`src/rtl/aes_mix_columns_seq.sv`:
```
// AES MixColumns / InvMixColumns engine, ColsPerCycle columns per clock.
// Holds the cipher-direction type, the single-column mixer and the sequential top.

package aes_pkg;
    typedef enum logic [1:0] {
        CIPH_FWD = 2'b01,
        CIPH_INV = 2'b10
    } ciph_op_e;
endpackage

// One AES column: element index = row. Forward MixColumns, or the inverse built as
// a pre-multiply by {04,00,05,00} followed by the forward matrix.
module aes_mix_single_column
    import aes_pkg::*;
(
    input  ciph_op_e         op_i,
    input  logic [3:0][7:0]  data_i,
    output logic [3:0][7:0]  data_o
);

    function automatic logic [7:0] xtime(input logic [7:0] b);
        return {b[6:0], 1'b0} ^ (b[7] ? 8'h1b : 8'h00);
    endfunction

    logic [3:0][7:0] a;
    logic [7:0]      u;
    logic [7:0]      v;

    // Optional inverse pre-multiply, then the forward matrix
    always_comb begin
        a = data_i;
        u = xtime(xtime(data_i[0] ^ data_i[2]));
        v = xtime(xtime(data_i[1] ^ data_i[3]));
        if (op_i == CIPH_INV) begin
            a[0] = data_i[0] ^ u;
            a[1] = data_i[1] ^ v;
            a[2] = data_i[2] ^ u;
            a[3] = data_i[3] ^ v;
        end
        for (int r = 0; r < 4; r++) begin
            // 2*a[r] ^ 3*a[r+1] ^ a[r+2] ^ a[r+3]
            data_o[r] = xtime(a[r] ^ a[(r + 1) % 4]) ^ a[(r + 1) % 4]
                      ^ a[(r + 2) % 4] ^ a[(r + 3) % 4];
        end
    end

endmodule

// Sequential MixColumns over a full 4x4 state, indexed [row][col].
module aes_mix_columns_seq
    import aes_pkg::*;
#(
    parameter int unsigned ColsPerCycle = 1
) (
    input  logic                  clk_i,
    input  logic                  rst_ni,
    input  logic                  clear_i,
    input  ciph_op_e              op_i,
    input  logic                  in_valid_i,
    output logic                  in_ready_o,
    input  logic [3:0][3:0][7:0]  data_i,
    output logic                  out_valid_o,
    input  logic                  out_ready_i,
    output logic [3:0][3:0][7:0]  data_o,
    output logic                  busy_o,
    output logic                  err_o
);

    localparam logic [1:0] StIdle = 2'd0;
    localparam logic [1:0] StBusy = 2'd1;
    localparam logic [1:0] StDone = 2'd2;

    logic [1:0]           state, state_next;
    logic [1:0]           col_cnt, col_cnt_next;
    logic [2:0]           cnt_sum;
    logic [3:0][3:0][7:0] data_reg, data_reg_next;
    logic [3:0][3:0][7:0] result, result_next;
    ciph_op_e             op_reg, op_reg_next;
    logic                 err_reg, err_reg_next;
    logic                 op_ok;

    logic [1:0]      col_idx [ColsPerCycle];
    logic [3:0][7:0] mix_in  [ColsPerCycle];
    logic [3:0][7:0] mix_out [ColsPerCycle];

    // Extra bit on the counter sum flags the wrap past the last column
    assign cnt_sum = {1'b0, col_cnt} + 3'(ColsPerCycle);
    assign op_ok   = (op_reg == CIPH_FWD) || (op_reg == CIPH_INV);

    // Gather the columns handled this cycle from the captured state
    always_comb begin
        for (int k = 0; k < ColsPerCycle; k++) begin
            col_idx[k] = col_cnt + 2'(k);
            for (int r = 0; r < 4; r++) begin
                mix_in[k][r] = data_reg[r][col_idx[k]];
            end
        end
    end

    for (genvar k = 0; k < ColsPerCycle; k++) begin : g_mix
        aes_mix_single_column u_mix (
            .op_i   (op_reg),
            .data_i (mix_in[k]),
            .data_o (mix_out[k])
        );
    end

    // Next-state: handshake capture, column stepping, output handshake, clear abort
    always_comb begin
        state_next    = state;
        col_cnt_next  = col_cnt;
        data_reg_next = data_reg;
        op_reg_next   = op_reg;
        result_next   = result;
        err_reg_next  = err_reg;
        if (clear_i) begin
            state_next   = StIdle;
            col_cnt_next = 2'd0;
            result_next  = '0;
            err_reg_next = 1'b0;
        end else begin
            case (state)
                StIdle: begin
                    if (in_valid_i) begin
                        data_reg_next = data_i;
                        op_reg_next   = op_i;
                        col_cnt_next  = 2'd0;
                        result_next   = '0;
                        err_reg_next  = (op_i != CIPH_FWD) && (op_i != CIPH_INV);
                        state_next    = StBusy;
                    end
                end
                StBusy: begin
                    // An illegal op leaves the result at zero but keeps normal timing
                    if (op_ok) begin
                        for (int k = 0; k < ColsPerCycle; k++) begin
                            for (int r = 0; r < 4; r++) begin
                                result_next[r][col_idx[k]] = mix_out[k][r];
                            end
                        end
                    end
                    col_cnt_next = cnt_sum[1:0];
                    if (cnt_sum[2]) begin
                        state_next = StDone;
                    end
                end
                StDone: begin
                    if (out_ready_i) begin
                        state_next = StIdle;
                    end
                end
                default: state_next = StIdle;
            endcase
        end
    end

    // State registers with asynchronous active-low reset
    always_ff @(posedge clk_i or negedge rst_ni) begin
        if (!rst_ni) begin
            state    <= StIdle;
            col_cnt  <= 2'd0;
            data_reg <= '0;
            op_reg   <= ciph_op_e'(2'b00);
            result   <= '0;
            err_reg  <= 1'b0;
        end else begin
            state    <= state_next;
            col_cnt  <= col_cnt_next;
            data_reg <= data_reg_next;
            op_reg   <= op_reg_next;
            result   <= result_next;
            err_reg  <= err_reg_next;
        end
    end

    assign in_ready_o  = (state == StIdle);
    assign out_valid_o = (state == StDone);
    assign busy_o      = (state != StIdle);
    assign data_o      = out_valid_o ? result : '0;
    assign err_o       = out_valid_o & err_reg;

endmodule

```
`config.mk`:
```
export PLATFORM = sky130hd
export DESIGN_NAME = aes_mix_columns_seq
export DESIGN_NICKNAME = d
export VERILOG_FILES = /design/src/rtl/aes_mix_columns_seq.sv
export SDC_FILE = /design/constraint.sdc
export NUM_CORES = 1
export LEC_CHECK = 0
export ABC_CLOCK_PERIOD_IN_PS = 3490
export CORE_UTILIZATION = 35
export CTS_CLUSTER_DIAMETER = 80
export DETAILED_ROUTE_END_ITERATION = 6
export PLACE_DENSITY = 0.65
export SLEW_MARGIN = 10
export SYNTH_ARGS = -nofsm -noshare
export SYNTH_HDL_FRONTEND = slang
export SYNTH_SLANG_ARGS = --single-unit
```
`constraint.sdc`:
```
create_clock -name clk_i -period 3.49 [get_ports clk_i]
set_input_delay 0.698 -clock clk_i [delete_from_list [all_inputs] [get_ports clk_i]]
set_output_delay 0.698 -clock clk_i [all_outputs]
set_load 0.02 [all_outputs]
```
======== After elaboration in Yosys (flattened, before gate mapping) ========
Cells that the tools add are included.
storage, ports and cells
  output and inout bits ................... 132
  logic and storage cells ................. 133
  input bits .............................. 135
  bits in registers ....................... 263
operators by class
  $add $sub $neg .......................... 1
  equal/unequal tests ..................... 10
  order comparisons ....................... 2
  multiplexer cells ....................... 39
  bitwise logic cells ..................... 32
  reduce and logical (&&, ||, !) cells .... 13
operators by type and width
  kind                                                                   count
  128-bit two-way mux                                                    4
  128-bit one-hot mux with 2 select lines                                1
  8-bit XOR                                                              30
  32-bit bitwise mux                                                     4
  8-bit binary-select mux with 2-bit select                              4
  5-bit two-way mux                                                      8
  8-bit two-way mux                                                      5
  32-bit two-way mux                                                     1
  8-bit demux with 2-bit select                                          1
  2-bit two-way mux                                                      6
  3-bit != test, second input constant                                   3
  3-bit AND reduction                                                    3
  2-bit one-hot mux with 3 select lines                                  1
  2-bit nonzero test                                                     3
  2-bit by 1-bit == test with 1-bit output, second input constant        2
  2-bit == test, second input constant                                   2
  2-bit one-hot mux with 2 select lines                                  1
  2-bit AND reduction                                                    2
  2-bit by 1-bit adder with 3-bit output, second input constant          1
  2-bit by 3-bit < comparator with 1-bit output, second input constant   1
  1-bit two-way mux                                                      3
  3-bit by 2-bit != test with 1-bit output, second input constant        1
  3-bit nonzero test                                                     1
  2-bit by 1-bit >= comparator with 1-bit output, second input constant  1
  7 further kinds                                                        8

======== Longest topological paths before layout ========
  word-level depth ........................ 19
  gate-level depth with buffers ........... 13
  gate-level depth less buffers ........... 8

======== Hierarchy ========
A second synthesis with hierarchy kept.
unflattened totals
  cells, all modules ...................... 988
  area, all modules ....................... 13187.6 sq um
by module, submodules not included
  module                 instances  sequential area each (sq um)  cells an instance  area an instance (sq um)
  aes_mix_columns_seq    1          6581.3                        796                11499.8
  aes_mix_single_column  1          0.0                           192                1687.9

======== Worst setup path before layout ========
OpenSTA, ideal clock, no wires.
  path kind ............................... reg-to-reg
  from .................................... reg col_cnt[0]
  to ...................................... reg result[69] (netlist name)
  cell stages (with the launch flop) ...... 12
  data required time ...................... 3.361 ns
  path buffers ............................ 3
  library setup time ...................... 0.129 ns
  clock period less this slack ............ 3.144 ns
  path slack .............................. 0.346 ns
  arrival time ............................ 3.015 ns
  path through ............................ dfrtp_1 buf_6 buf_12 buf_8 mux4_2 xnor2_1 xnor2_1 nand2_1 xnor2_1 xnor3_2 xnor2_2 o21ai_1
on the way
  cells in the longest elaborated chain, start to end .. 17
  elaborated cells between the ends (all ways) .. 37
  those cells by class .................... order compare: 2; mux: 19; bitwise: 15; reduce/logical: 1
ends and longest elaborated chain
  element                                         line    RTL
  start, declared                                 74      logic [1:0] col_cnt, col_cnt_next;
  start signal, assigned                          168     col_cnt <= col_cnt_next;
  8-bit binary-select mux with 2-bit select       95      mix_in[k][r] = data_reg[r][col_idx[k]];
  8-bit two-way mux (not written as such)         95
  8-bit XOR, on equally long branches             32, 33
  5-bit two-way mux or 8-bit XOR (tied branches)  22      return {b[6:0], 1'b0} ^ (b[7] ? 8'h1b : 8'h00);
  8-bit XOR or 5-bit two-way mux (tied branches)  22
  8-bit XOR                                       22
  8-bit XOR, on equally long branches             37, 38
  32-bit two-way mux                              34      if (op_i == CIPH_INV) begin
  8-bit XOR                                       42      data_o[r] = xtime(a[r] ^ a[(r + 1) % 4]) ^ a[(r + 1) % 4]
  8-bit XOR                                       22
  8-bit XOR                                       42
  8-bit XOR (2 in series)                         43      ^ a[(r + 2) % 4] ^ a[(r + 3) % 4];
  32-bit bitwise mux *                            138     result_next[r][col_idx[k]] = mix_out[k][r];
  128-bit two-way mux *                           135     if (op_ok) begin
  128-bit one-hot mux with 2 select lines *       122     case (state)
  128-bit two-way mux *                           116     if (clear_i) begin
  end signal, assigned                            171     result <= result_next;
  end, declared                                   77      logic [3:0][3:0][7:0] result, result_next;
Every way passes the cells marked *; elsewhere a longest branch is shown, timed or not. The select of a mux whose other input is x is not followed.
A chain may end at the register's enable or synchronous reset.

======== Worst setup path in the final report ========
  from .................................... reg col_cnt[0]
  to ...................................... reg result[27] (netlist name)
on the way
  cells in the longest elaborated chain, start to end .. 17
  elaborated cells between the ends (all ways) .. 38
  those cells by class .................... order compare: 2; mux: 20; bitwise: 15; reduce/logical: 1
ends and longest elaborated chain
  element                                          line        RTL
  8-bit binary-select mux with 2-bit select        95
  8-bit two-way mux (not written as such)          95
  8-bit XOR, on equally long branches              32, 33
  5-bit two-way mux or 8-bit XOR (tied branches)   22
  8-bit XOR                                        22
  8-bit XOR, on equally long branches              22, 35, 36
  8-bit XOR, or another cell as far along          35          a[0] = data_i[0] ^ u;
  32-bit two-way mux or 8-bit XOR (tied branches)  34, 42
  8-bit XOR or 5-bit two-way mux (tied branches)   42, 22
  8-bit XOR                                        22
  8-bit XOR                                        42
  8-bit XOR (2 in series)                          43
  32-bit bitwise mux *                             138
  128-bit two-way mux *                            135
  128-bit one-hot mux with 2 select lines *        122
  128-bit two-way mux *                            116
Marks and branches as above.

==> metrics <==
via count 9105; die span in y slightly below 200 um; Root Buffer clkbuf_16; antenna violations before repair 5; Netlist Area Pre-Place between 0.01 and 0.015 mm^2; Power Total between 10000 and 15000 uW; max_slew headroom 0.483; fin crit share 0.946; Seq/Total Area, Yosys 0.491; status finished, final reports clean; Largest delay share family, worst path XOR/XNOR gates; #FFs+latches synth 263; Logic pwr share 0.511; Post-Syn Instances roughly 1100; Hold Violations, Final 0; core box area about 0.038 mm^2; dpl hpwl 28700 um; TritonCTS clock tree built; GRT Total Usage 0.193; CP Buf/Inv Count 2; Initial Util 0.356; pwr dens roughly 790 mW/mm^2; vias in the first global route 9407; P_int approximately 8700 uW; DIE WIDTH between 150 and 200 um; met2 global-route usage 0.316; CP Max Fanout 24; CTS max path bufs 3; crit-path cells buf_12 > mux4_2 > xnor2_4 > buf_4 > xnor2_2 > nand2_4 > xor2_4 > xnor3_1 > xnor3_2 > o21ai_0; CP arrival about 3800 ps; largest net degree at the start of global routing approximately 110; vias per cell 4.80; # DRC 0; M1 GR Usage 0.261; Clock Sinks 263; die footprint approximately 0.04 mm^2; endpoints failing setup 0; Achievable Freq 303 MHz; Worst VDD drop about 0.64 mV; gp weighted congestion 0.912; Final TNS setup 0 ps; sequential share of power 0.267; Yosys Warn Count 0; Layout area overhead 34.0%; Buffers on Ports about 270; antenna-violating nets left 0; DRT Wirelength between 30000 and 40000 um; Syn Area/Cell ~12 um^2; busiest grt layer met2; Netlist cell types 45; switching portion of total power 0.382; TritonCTS buffer count 29; Leakage around 0.0075 uW; Clock Power Share 0.222; layout cell share with drive strength beyond 1 0.221; grt ovf 0; Pre-antenna DRT Iters 5; Slowest-stage cell, CP mux4_2; max-slew violations 0; DR iter-0 viols 369; first-pass GRT wire length 56900 um; I/O pin total approximately 270; Rows roughly 70; clock-pin slew on the worst setup and hold paths roughly 60 ps; number of max-cap violations 0; Layout Nets approximately 1500; H-tree Lvls 1; Mapped Nets between 1000 and 1500; Least-Margin Pin Slew a little under 800 ps; Setup CP Type register to register; Worst EP required 3950 ps; Routed wire per std cell between 15 and 20 um; crit end category register; P_sw about 5400 uW; fin crit period 3300 ps; Layout Skew roughly 12 ps; CTS Hold Bufs 0; worst hold path type input port to asynchronous set/reset pin; crit start category register; clk_lat worst skew approximately 550 ps; Slowest Stage Delay on Critical Path about 620 ps; GR Util met3 0.0453
==> worst register-to-register path: stages (launching register included) <==
cell and delay (ps):
dfrtp_2 410, buf_12 210, mux4_2 640, xnor2_4 180, buf_4 170, xnor2_2 240
nand2_4 100, xor2_4 210, xnor3_1 400, xnor3_2 450, o21ai_0 210
==> power by group through the flow <==
stage | registers, uW | clock network (uW) | logic (uW)
global placement | 3820 | 0 | 7010
detailed placement | 3830 | 0 | 7080
floorplan | 3690 | 0 | 4650
CTS | 3780 | 3210 | 7090
global route | 3820 | 3340 | 7690
finish | 3770 | 3140 | 7210
==> metal layers <==
layer / part of all wire / vias up
met2: 0.48 / 267
met1: 0.44 / 4551
met3: 0.066 / 50
li1: - / 4231
met4: 0.020 / 6
met5: 0.00096 / -
==> cell type report <==
class | count | area (um^2)
Antenna cell | 2 | 5.00
Clock buffer | 37 | 796
Clock inverter | 14 | 189
Fill cell | 3493 | 19700
Inverter | 5 | 18.8
Multi-Input combinational cell | 742 | 6520
Sequential cell | 263 | 6580
Tap cell | 511 | 639
Timing Repair Buffer | 321 | 3220
==> cell usage after synthesis, drive strengths merged <==
| cell type | n | area (um^2) |
|---|---|---|
| nor3b | 1 | 7.51 |
| dfrtp | 263 | 6580 |
| clkdlybuf4s50 | 4 | 45.0 |
| nor2b | 4 | 25.0 |
| a22oi | 2 | 15.0 |
| mux4 | 32 | 736 |
| inv | 5 | 18.8 |
| ha | 5 | 62.6 |
| and2 | 134 | 838 |
| a211oi | 1 | 7.51 |
| nor3 | 1 | 5.00 |
| nand2b | 4 | 25.0 |
| mux2i | 2 | 20.0 |
| nand2 | 115 | 444 |
| a22o | 40 | 350 |
| xnor3 | 15 | 342 |
| buf | 14 | 119 |
| xor2 | 48 | 514 |
| clkbuf | 42 | 168 |
| nand3 | 1 | 5.00 |
| a21oi | 5 | 25.0 |
| o21ai | 89 | 445 |
| o21bai | 1 | 7.51 |
| mux2 | 130 | 1460 |
| nor2 | 10 | 37.5 |
| dlygate4sd3 | 4 | 40.0 |
| xnor2 | 99 | 987 |
| xor3 | 3 | 73.8 |
==> cell families after synthesis <==
family | count (synthesis) | share of synthesized area
XOR/XNOR | 165 | 0.143
buffers and inverters | 69 | 0.0291
AND/OR/NAND/NOR | 270 | 0.103
multiplexers | 164 | 0.166
adder cells (fa/ha/maj) | 5 | 0.00467
AO/OA/AOI/OAI | 138 | 0.0635
flip-flops | 263 | 0.491
==> final timing paths <==
path                                 start  slack (ps)       endpoint  cells past startpoint
worst max-delay path            col_cnt[0]         190     result[27]                     10
worst min-delay path                rst_ni         160  data_reg[120]                      1
worst max register to register  col_cnt[0]         190     result[27]                     10
worst min register to register  result[82]         470     result[82]                      2
max in group asynchronous           rst_ni        2470      result[2]                      2
min in group clk_i              result[82]         470     result[82]                      2
==> repair_timing <==
item                       in CTS  in global routing
setup endpoints to repair       0                 19
setup buffers                   0                  2
gates resized for setup         0                  8
==> layout by cell type (no fill, tap or decap), drive strengths merged, types with 7 or more instances in the layout <==
master           n
dfrtp          263
xnor2           99
mux4            32
a22o            40
and2           134
buf             56
xor2            48
clkbuf          37
xnor3           15
o21ai           89
nor2            10
mux2           130
nand2          115
clkdlybuf4s50  265
inv              7
==> stage by stage <==
step | instance area [um^2] | hold WS [ps] | utilization | worst slack (ps) | std cells
2_1_floorplan | 13400 | 402 | - | 346 | 1074
3_3_place_gp | 16900 | 455 | 0.449 | 94.9 | 1840
3_5_place_dp | 16900 | 462 | 0.449 | 93.9 | 1840
4_1_cts | 17900 | 171 | 0.475 | 93.2 | 1891
5_1_grt | 18000 | 201 | 0.477 | -5.22 | 1893
6_report | 18000 | 163 | 0.477 | 188 | 1895
(Power assumes the default switching activity.)
